File: src/rtl/ps2_pkg.sv
// Shared PS/2 scancode constants, ASCII control codes and frame FSM encoding.
package ps2_pkg;

  localparam logic [7:0] PS2_BRK    = 8'hF0;
  localparam logic [7:0] PS2_EXT    = 8'hE0;
  localparam logic [7:0] PS2_LSHIFT = 8'h12;
  localparam logic [7:0] PS2_RSHIFT = 8'h59;
  localparam logic [7:0] PS2_CAPS   = 8'h58;
  localparam logic [7:0] PS2_ENTER  = 8'h5A;

  localparam logic [6:0] ASCII_BS  = 7'h08;
  localparam logic [6:0] ASCII_TAB = 7'h09;
  localparam logic [6:0] ASCII_CR  = 7'h0D;
  localparam logic [6:0] ASCII_ESC = 7'h1B;
  localparam logic [6:0] ASCII_SP  = 7'h20;

  typedef enum logic [1:0] {
    IDLE  = 2'd0,
    SHIFT = 2'd1,
    CHECK = 2'd2
  } frame_state_e;

endpackage

File: src/rtl/ps2_scancode_lut.sv
// Scancode set 2 to 7-bit ASCII, US layout; upper selects the shifted glyph.
module ps2_scancode_lut
  import ps2_pkg::*;
(
  input  logic [7:0] code,
  input  logic       upper,
  output logic [6:0] ascii
);

  logic [6:0] lo;
  logic [6:0] hi;

  always_comb begin
    lo = '0;
    hi = '0;
    case (code)
      8'h1C: begin lo = 7'h61; hi = 7'h41; end
      8'h32: begin lo = 7'h62; hi = 7'h42; end
      8'h21: begin lo = 7'h63; hi = 7'h43; end
      8'h23: begin lo = 7'h64; hi = 7'h44; end
      8'h24: begin lo = 7'h65; hi = 7'h45; end
      8'h2B: begin lo = 7'h66; hi = 7'h46; end
      8'h34: begin lo = 7'h67; hi = 7'h47; end
      8'h33: begin lo = 7'h68; hi = 7'h48; end
      8'h43: begin lo = 7'h69; hi = 7'h49; end
      8'h3B: begin lo = 7'h6A; hi = 7'h4A; end
      8'h42: begin lo = 7'h6B; hi = 7'h4B; end
      8'h4B: begin lo = 7'h6C; hi = 7'h4C; end
      8'h3A: begin lo = 7'h6D; hi = 7'h4D; end
      8'h31: begin lo = 7'h6E; hi = 7'h4E; end
      8'h44: begin lo = 7'h6F; hi = 7'h4F; end
      8'h4D: begin lo = 7'h70; hi = 7'h50; end
      8'h15: begin lo = 7'h71; hi = 7'h51; end
      8'h2D: begin lo = 7'h72; hi = 7'h52; end
      8'h1B: begin lo = 7'h73; hi = 7'h53; end
      8'h2C: begin lo = 7'h74; hi = 7'h54; end
      8'h3C: begin lo = 7'h75; hi = 7'h55; end
      8'h2A: begin lo = 7'h76; hi = 7'h56; end
      8'h1D: begin lo = 7'h77; hi = 7'h57; end
      8'h22: begin lo = 7'h78; hi = 7'h58; end
      8'h35: begin lo = 7'h79; hi = 7'h59; end
      8'h1A: begin lo = 7'h7A; hi = 7'h5A; end
      8'h16: begin lo = 7'h31; hi = 7'h21; end
      8'h1E: begin lo = 7'h32; hi = 7'h40; end
      8'h26: begin lo = 7'h33; hi = 7'h23; end
      8'h25: begin lo = 7'h34; hi = 7'h24; end
      8'h2E: begin lo = 7'h35; hi = 7'h25; end
      8'h36: begin lo = 7'h36; hi = 7'h5E; end
      8'h3D: begin lo = 7'h37; hi = 7'h26; end
      8'h3E: begin lo = 7'h38; hi = 7'h2A; end
      8'h46: begin lo = 7'h39; hi = 7'h28; end
      8'h45: begin lo = 7'h30; hi = 7'h29; end
      8'h0E: begin lo = 7'h60; hi = 7'h7E; end
      8'h4E: begin lo = 7'h2D; hi = 7'h5F; end
      8'h55: begin lo = 7'h3D; hi = 7'h2B; end
      8'h54: begin lo = 7'h5B; hi = 7'h7B; end
      8'h5B: begin lo = 7'h5D; hi = 7'h7D; end
      8'h5D: begin lo = 7'h5C; hi = 7'h7C; end
      8'h4C: begin lo = 7'h3B; hi = 7'h3A; end
      8'h52: begin lo = 7'h27; hi = 7'h22; end
      8'h41: begin lo = 7'h2C; hi = 7'h3C; end
      8'h49: begin lo = 7'h2E; hi = 7'h3E; end
      8'h4A: begin lo = 7'h2F; hi = 7'h3F; end
      8'h29: begin lo = ASCII_SP;  hi = ASCII_SP;  end
      8'h5A: begin lo = ASCII_CR;  hi = ASCII_CR;  end
      8'h66: begin lo = ASCII_BS;  hi = ASCII_BS;  end
      8'h0D: begin lo = ASCII_TAB; hi = ASCII_TAB; end
      8'h76: begin lo = ASCII_ESC; hi = ASCII_ESC; end
      default: begin lo = '0; hi = '0; end
    endcase
    ascii = upper ? hi : lo;
  end

endmodule

File: src/rtl/ps2_keyboard_rx.sv
// PS/2 device-to-host receiver with set-2 scancode to ASCII decode.
// Optional caps-lock handling is enabled by defining PS2_CAPS_LOCK_EN.
module ps2_keyboard_rx
  import ps2_pkg::*;
#(
  parameter int unsigned TIMEOUT_CYCLES = 50000,
  parameter int unsigned SYNC_STAGES    = 2
) (
  input  logic       clk,
  input  logic       rst_n,
  input  logic       ps2_clk,
  input  logic       ps2_data,
  output logic [7:0] out,
  output logic       frame_err
);

  localparam int unsigned WD_W = (TIMEOUT_CYCLES > 1) ? $clog2(TIMEOUT_CYCLES) : 1;

  logic [SYNC_STAGES-1:0] clk_s;
  logic [SYNC_STAGES-1:0] data_s;
  logic                   fall;
  logic                   bit_in;

  frame_state_e state, state_next;
  logic [3:0]      cnt;
  logic [10:0]     sr;
  logic [WD_W-1:0] wd;
  logic            timeout;
  logic            frame_ok;
  logic            byte_ok;
  logic            err_next;
  logic [7:0]      code;

  logic       brk;
  logic       ext;
  logic       shift;
  logic [6:0] lut_ascii;
  logic [6:0] ascii;

  // Index 0 is the newest sample; edge detect compares the two oldest stages.
  always_ff @(posedge clk or negedge rst_n) begin
    if (!rst_n) begin
      clk_s  <= '1;
      data_s <= '1;
    end else begin
      clk_s  <= {clk_s[SYNC_STAGES-2:0], ps2_clk};
      data_s <= {data_s[SYNC_STAGES-2:0], ps2_data};
    end
  end

  assign fall   = clk_s[SYNC_STAGES-1] & ~clk_s[SYNC_STAGES-2];
  assign bit_in = data_s[SYNC_STAGES-1];

  // sr[0]=start, sr[8:1]=data, sr[9]=parity, sr[10]=stop once 11 bits are in.
  assign code     = sr[8:1];
  assign frame_ok = ~sr[0] & sr[10] & (^sr[9:1]);
  assign timeout  = (state == SHIFT) && !fall && (wd == WD_W'(TIMEOUT_CYCLES - 1));

  always_ff @(posedge clk or negedge rst_n) begin
    if (!rst_n) begin
      state <= IDLE;
    end else begin
      state <= state_next;
    end
  end

  always_comb begin
    state_next = state;
    byte_ok    = 1'b0;
    err_next   = 1'b0;
    case (state)
      IDLE: begin
        if (fall) state_next = SHIFT;
      end
      SHIFT: begin
        if (fall && cnt == 4'd10) begin
          state_next = CHECK;
        end else if (timeout) begin
          state_next = IDLE;
          err_next   = 1'b1;
        end
      end
      CHECK: begin
        state_next = IDLE;
        byte_ok    = frame_ok;
        err_next   = ~frame_ok;
      end
      default: state_next = IDLE;
    endcase
  end

  always_ff @(posedge clk or negedge rst_n) begin
    if (!rst_n) begin
      sr  <= '0;
      cnt <= '0;
      wd  <= '0;
    end else begin
      if (fall && state != CHECK) sr <= {bit_in, sr[10:1]};
      if (state == SHIFT && !fall) wd <= wd + 1'b1;
      else                         wd <= '0;
      case (state)
        IDLE:    cnt <= fall ? 4'd1 : 4'd0;
        SHIFT: begin
          if (fall)         cnt <= cnt + 4'd1;
          else if (timeout) cnt <= '0;
        end
        default: cnt <= '0;
      endcase
    end
  end

  ps2_scancode_lut u_lut (
    .code  (code),
    .upper (shift),
    .ascii (lut_ascii)
  );

`ifdef PS2_CAPS_LOCK_EN
  logic caps;
  logic is_letter;

  // Caps only flips letters; the LUT already applied shift, so XOR the case bit.
  always_comb begin
    is_letter = ((lut_ascii >= 7'h41) && (lut_ascii <= 7'h5A)) ||
                ((lut_ascii >= 7'h61) && (lut_ascii <= 7'h7A));
    ascii     = (caps && is_letter) ? (lut_ascii ^ 7'h20) : lut_ascii;
  end
`else
  always_comb begin
    ascii = lut_ascii;
  end
`endif

  always_ff @(posedge clk or negedge rst_n) begin
    if (!rst_n) begin
      out       <= '0;
      frame_err <= 1'b0;
      brk       <= 1'b0;
      ext       <= 1'b0;
      shift     <= 1'b0;
`ifdef PS2_CAPS_LOCK_EN
      caps      <= 1'b0;
`endif
    end else begin
      out       <= '0;
      frame_err <= err_next;
      if (state == CHECK && !frame_ok) begin
        brk <= 1'b0;
        ext <= 1'b0;
      end
      if (byte_ok) begin
        if (code == PS2_EXT) begin
          ext <= 1'b1;
        end else if (code == PS2_BRK) begin
          brk <= 1'b1;
        end else if (brk) begin
          if (code == PS2_LSHIFT || code == PS2_RSHIFT) shift <= 1'b0;
          brk <= 1'b0;
          ext <= 1'b0;
        end else begin
          ext <= 1'b0;
          if (code == PS2_LSHIFT || code == PS2_RSHIFT) begin
            shift <= 1'b1;
`ifdef PS2_CAPS_LOCK_EN
          end else if (code == PS2_CAPS) begin
            caps <= ~caps;
`endif
          end else if (ext) begin
            if (code == PS2_ENTER) out <= {1'b1, ASCII_CR};
          end else if (ascii != '0) begin
            out <= {1'b1, ascii};
          end
        end
      end
    end
  end

endmodule

File: config.mk
export PLATFORM = sky130hd
export DESIGN_NAME = ps2_keyboard_rx
export DESIGN_NICKNAME = d
export VERILOG_FILES = /design/src/rtl/ps2_pkg.sv /design/src/rtl/ps2_scancode_lut.sv /design/src/rtl/ps2_keyboard_rx.sv
export SDC_FILE = /design/constraint.sdc
export NUM_CORES = 1
export LEC_CHECK = 0
export CAP_MARGIN = 10
export CORE_MARGIN = 2
export CORE_UTILIZATION = 55
export CTS_CLUSTER_SIZE = 28
export DETAILED_ROUTE_END_ITERATION = 10
export HOLD_SLACK_MARGIN = 0.15
export PLACE_DENSITY = 0.71
export RECOVER_POWER = 25
export SKIP_LAST_GASP = 1
export SYNTH_ARGS = -nofsm -noshare
export SYNTH_HDL_FRONTEND = slang
export SYNTH_SLANG_ARGS = --single-unit
File: constraint.sdc
create_clock -name clk -period 6.2 [get_ports clk]
set_clock_uncertainty 0.15 [all_clocks]
set_input_delay 1.86 -clock clk [delete_from_list [all_inputs] [get_ports clk]]
set_output_delay 1.86 -clock clk [all_outputs]
set_load 0.02 [all_outputs]
==> run_results.csv <==
group,metric,value,unit
setup_path,critPathKind,"reg -> reg",
finish,area_delta_synth_final,5.75,%
synth,synth_edf_count,0,
timing,hold_viol_final,0,
setup_path,cp_data_required_time,6.21,ns
hold_path,min_from,"data_s[0]",
synth,synth-seq-cells,49,
floorplan,die-area,7850,sq um
power,seqPwrFrac,0.318,
synth,syn_avg_cell_area,8.10,sq um
synth,yosys-top-cells-area,"dfrtp_1 (29%), ha_1 (7.0%), o21ai_0 (5.0%)",
hold_path,whs_endpoint,"data_s[1]",
synth,yosysWarnings,0,
setup_path,r2r_start,"sr[2]",
timing,fmax,277,MHz
route,wl_met1,5040,microns
clocking,clk_latency,0.31,ns
power,pwr-share-comb,0.471,
route,first_pass_iters,6,
route,vias_per_cell,6.69,
synth,synthArstFlopShare,1.00,
placement,dp_hpwl,7550,microns
global_routing,grt_pass1_wl,18100,microns
route,wl_met2,4720,microns
clocking,htree_num_levels,2,
floorplan,die_y,88.6,microns
timing,relSlewSlack,0.262,
clocking,cts_made_buffers,5,
floorplan,io_pins,13,
clocking,ctsResizeCount,0,
synth,yosys.area.top_type_share,0.286,
run,maxCapViolations,0,
route,finalWirelength,11300,microns
floorplan,start_util,0.573,
synth,synthDistinctLibCells,70,
power,cellPowerDensity,316,nW/um^2
timing,rsz0062_at_grt,"no",
finish,fill_cells,631,
setup_path,worstPathArrival,3.63,ns
route,drtIter0Drc,584,
floorplan,rows,30,
clocking,ctsHoldBuffers,0,
placement,gp_congestion,1.04,
setup_path,reg2reg_slack,2.59,ns
power,irDropWorstVdd,0.000248,V
global_routing,grt_max_degree,54,
hold_path,worstHoldPathCells,0,
placement,port_buffers,12,
synth,synth_ff_type,"dfrtp_1",
status,outcome,"finished clean",
synth,yosys-top-cells-count,"nor2_1 (48), dfrtp_1 (45), o21ai_0 (39), nand2_1 (34), a21oi_1 (31)",
synth,synth.most_common_cell,"nor2_1",
floorplan,core-area,6870,sq um
timing,finalWorstPathRequiredPeriod,3.61,ns
clocking,cts_root_buf,"clkbuf_8",
synth,netlist.top_cell.by_area,"dfrtp_1",
synth,seq_area_frac_synth,0.313,
synth,netlist_area,3940,sq um
setup_path,timing.rr.end,"out[7]",
clocking,cts_tree,"yes",
setup_path,cp-start-kind,"register",
timing,hold_slack,0.211,ns
finish,finalNetCount,497,
power,p_clk_frac,0.211,
timing,finalSetupViolations,0,
setup_path,crit_path_end_kind,"register",
route,topRoutingLayerUsed,"met4",
finish,num_antenna_cells,0,
timing,period_share,0.583,
setup_path,reg2regPathDepth,9,
route,drtAntennaViolNets,0,
power,p_int,728,uW
power,switchingPower,589,uW
timing,tns,0,ns
setup_path,cp_max_fo,20,
route,routed-wl-met3,1220,microns
power,switching_share,0.447,
synth,syn_nets,512,
hold_path,hp-class,"reg -> reg",
global_routing,overflow,0,
power,p_leak,0.00162,uW
finish,drive_gt1_frac,0.0551,
route,wl_per_cell,19.8,microns
global_routing,antenna_found_initial,0,
route,drcViolationCount,0,
clocking,cts_buffer_depth,2,
synth,syn_inst,486,
clocking,post_cts_buffers,0,
route,num_vias,3801,
clocking,clkTransAtPathRegs,0.10,ns
global_routing,grt_pass1_vias,3417,
floorplan,die-width,88.6,microns
global_routing,track_usage,0.297,
clocking,cts_sinks,49,
timing,slew_viol_final,0,
timing,worst-slew-pin-transition,1.11,ns
[critical path, stage by stage (launching register included)]
cell,delay (ns)
dfrtp_1,0.76
inv_1,0.28
ha_1,0.44
nand2b_1,0.31
a311oi_1,0.32
a311oi_1,0.13
a2111o_1,0.43
o311ai_1,0.14
nor4b_1,0.34
a41oi_1,0.16
[per-stage QoR]
stage	power, uW	cell area [sq um]	setup slack, ns	cells	utilization
floorplan	870	3940	3.44	486	-
finish	1320	4160	2.59	568	0.606
CTS	1300	4160	2.68	568	0.606
global placement	1020	4030	2.79	560	0.586
global route	1390	4160	2.38	568	0.606
detailed placement	1020	4030	2.69	560	0.586
[sequential cells by signal (all words and copies together), names as in the netlist]
| signal | cells |
|---|---|
| frame_err | 1 |
| data_s | 2 |
| brk | 1 |
| cnt | 4 |
| sr | 11 |
| shift | 1 |
| out | 8 |
| state | 2 |
| clk_s | 2 |
| wd | 16 |
| ext | 1 |
[cells in the final DEF, fill, tap and decap left out, drive strengths merged, types with 5 or more instances in the layout]
cell type / netlist / routed
nor2b: 20 / 20
a31oi: 6 / 6
a21oi: 31 / 31
a211oi: 8 / 8
dfrtp: 45 / 45
inv: 18 / 19
nor2: 48 / 48
xor2: 10 / 10
nand2b: 10 / 10
xnor2: 8 / 8
o21ai: 40 / 40
nand3: 21 / 21
clkdlybuf4s50: 0 / 9
a2111oi: 5 / 5
ha: 22 / 22
a21o: 7 / 7
and2: 5 / 5
a311oi: 5 / 5
nand2: 34 / 34
clkbuf: 16 / 5
o22ai: 7 / 7
nor3: 10 / 10
[logic make-up after synthesis]
family	synth area share
compound gates	0.271
xor+xnor	0.0401
mux	0.0197
fa+ha+maj	0.0699
flops	0.313
simple gates	0.224
buf+inv	0.0620
[metal layers]
layer | global-route usage | vias to the layer above
met3 | 0.0886 | 37
met5 | 0 | -
met2 | 0.434 | 225
li1 | - | 1747
met1 | 0.434 | 1792
met4 | 0.0702 | 0
[worst max path at each step]
stage                from  cells after the start  slack (ns)     end
finish              sr[2]                      9        2.59  out[7]
global route        sr[2]                      9        2.38  out[7]
CTS                 sr[2]                      9        2.68  out[7]
detailed placement  sr[2]                      9        2.69  out[7]
global placement    sr[4]                      9        2.79  out[7]
floorplan           sr[4]                     11        3.44  out[7]
[power by group through the flow]
stage	sequential [uW]	clock (uW)	combinational (uW)
floorplan	379	0	492
global placement	421	0	599
detailed placement	421	0	595
CTS	415	283	598
global route	423	297	668
finish	419	278	620
[area by class of cell]
| class | instances | area [sq um] | share of cell area |
|---|---|---|---|
| clock buffers | 5 | 68.8 | 0.0165 |
| clock inverters | 3 | 68.8 | 0.0165 |
| inverters | 20 | 75.1 | 0.0180 |
| multi-input cells | 380 | 2460 | 0.591 |
| flip-flops and latches | 49 | 1230 | 0.296 |
| well taps | 96 | 120 | 0.0289 |
| repair buffers | 15 | 138 | 0.0331 |
Note: power is estimated with default switching activity, not from simulation.
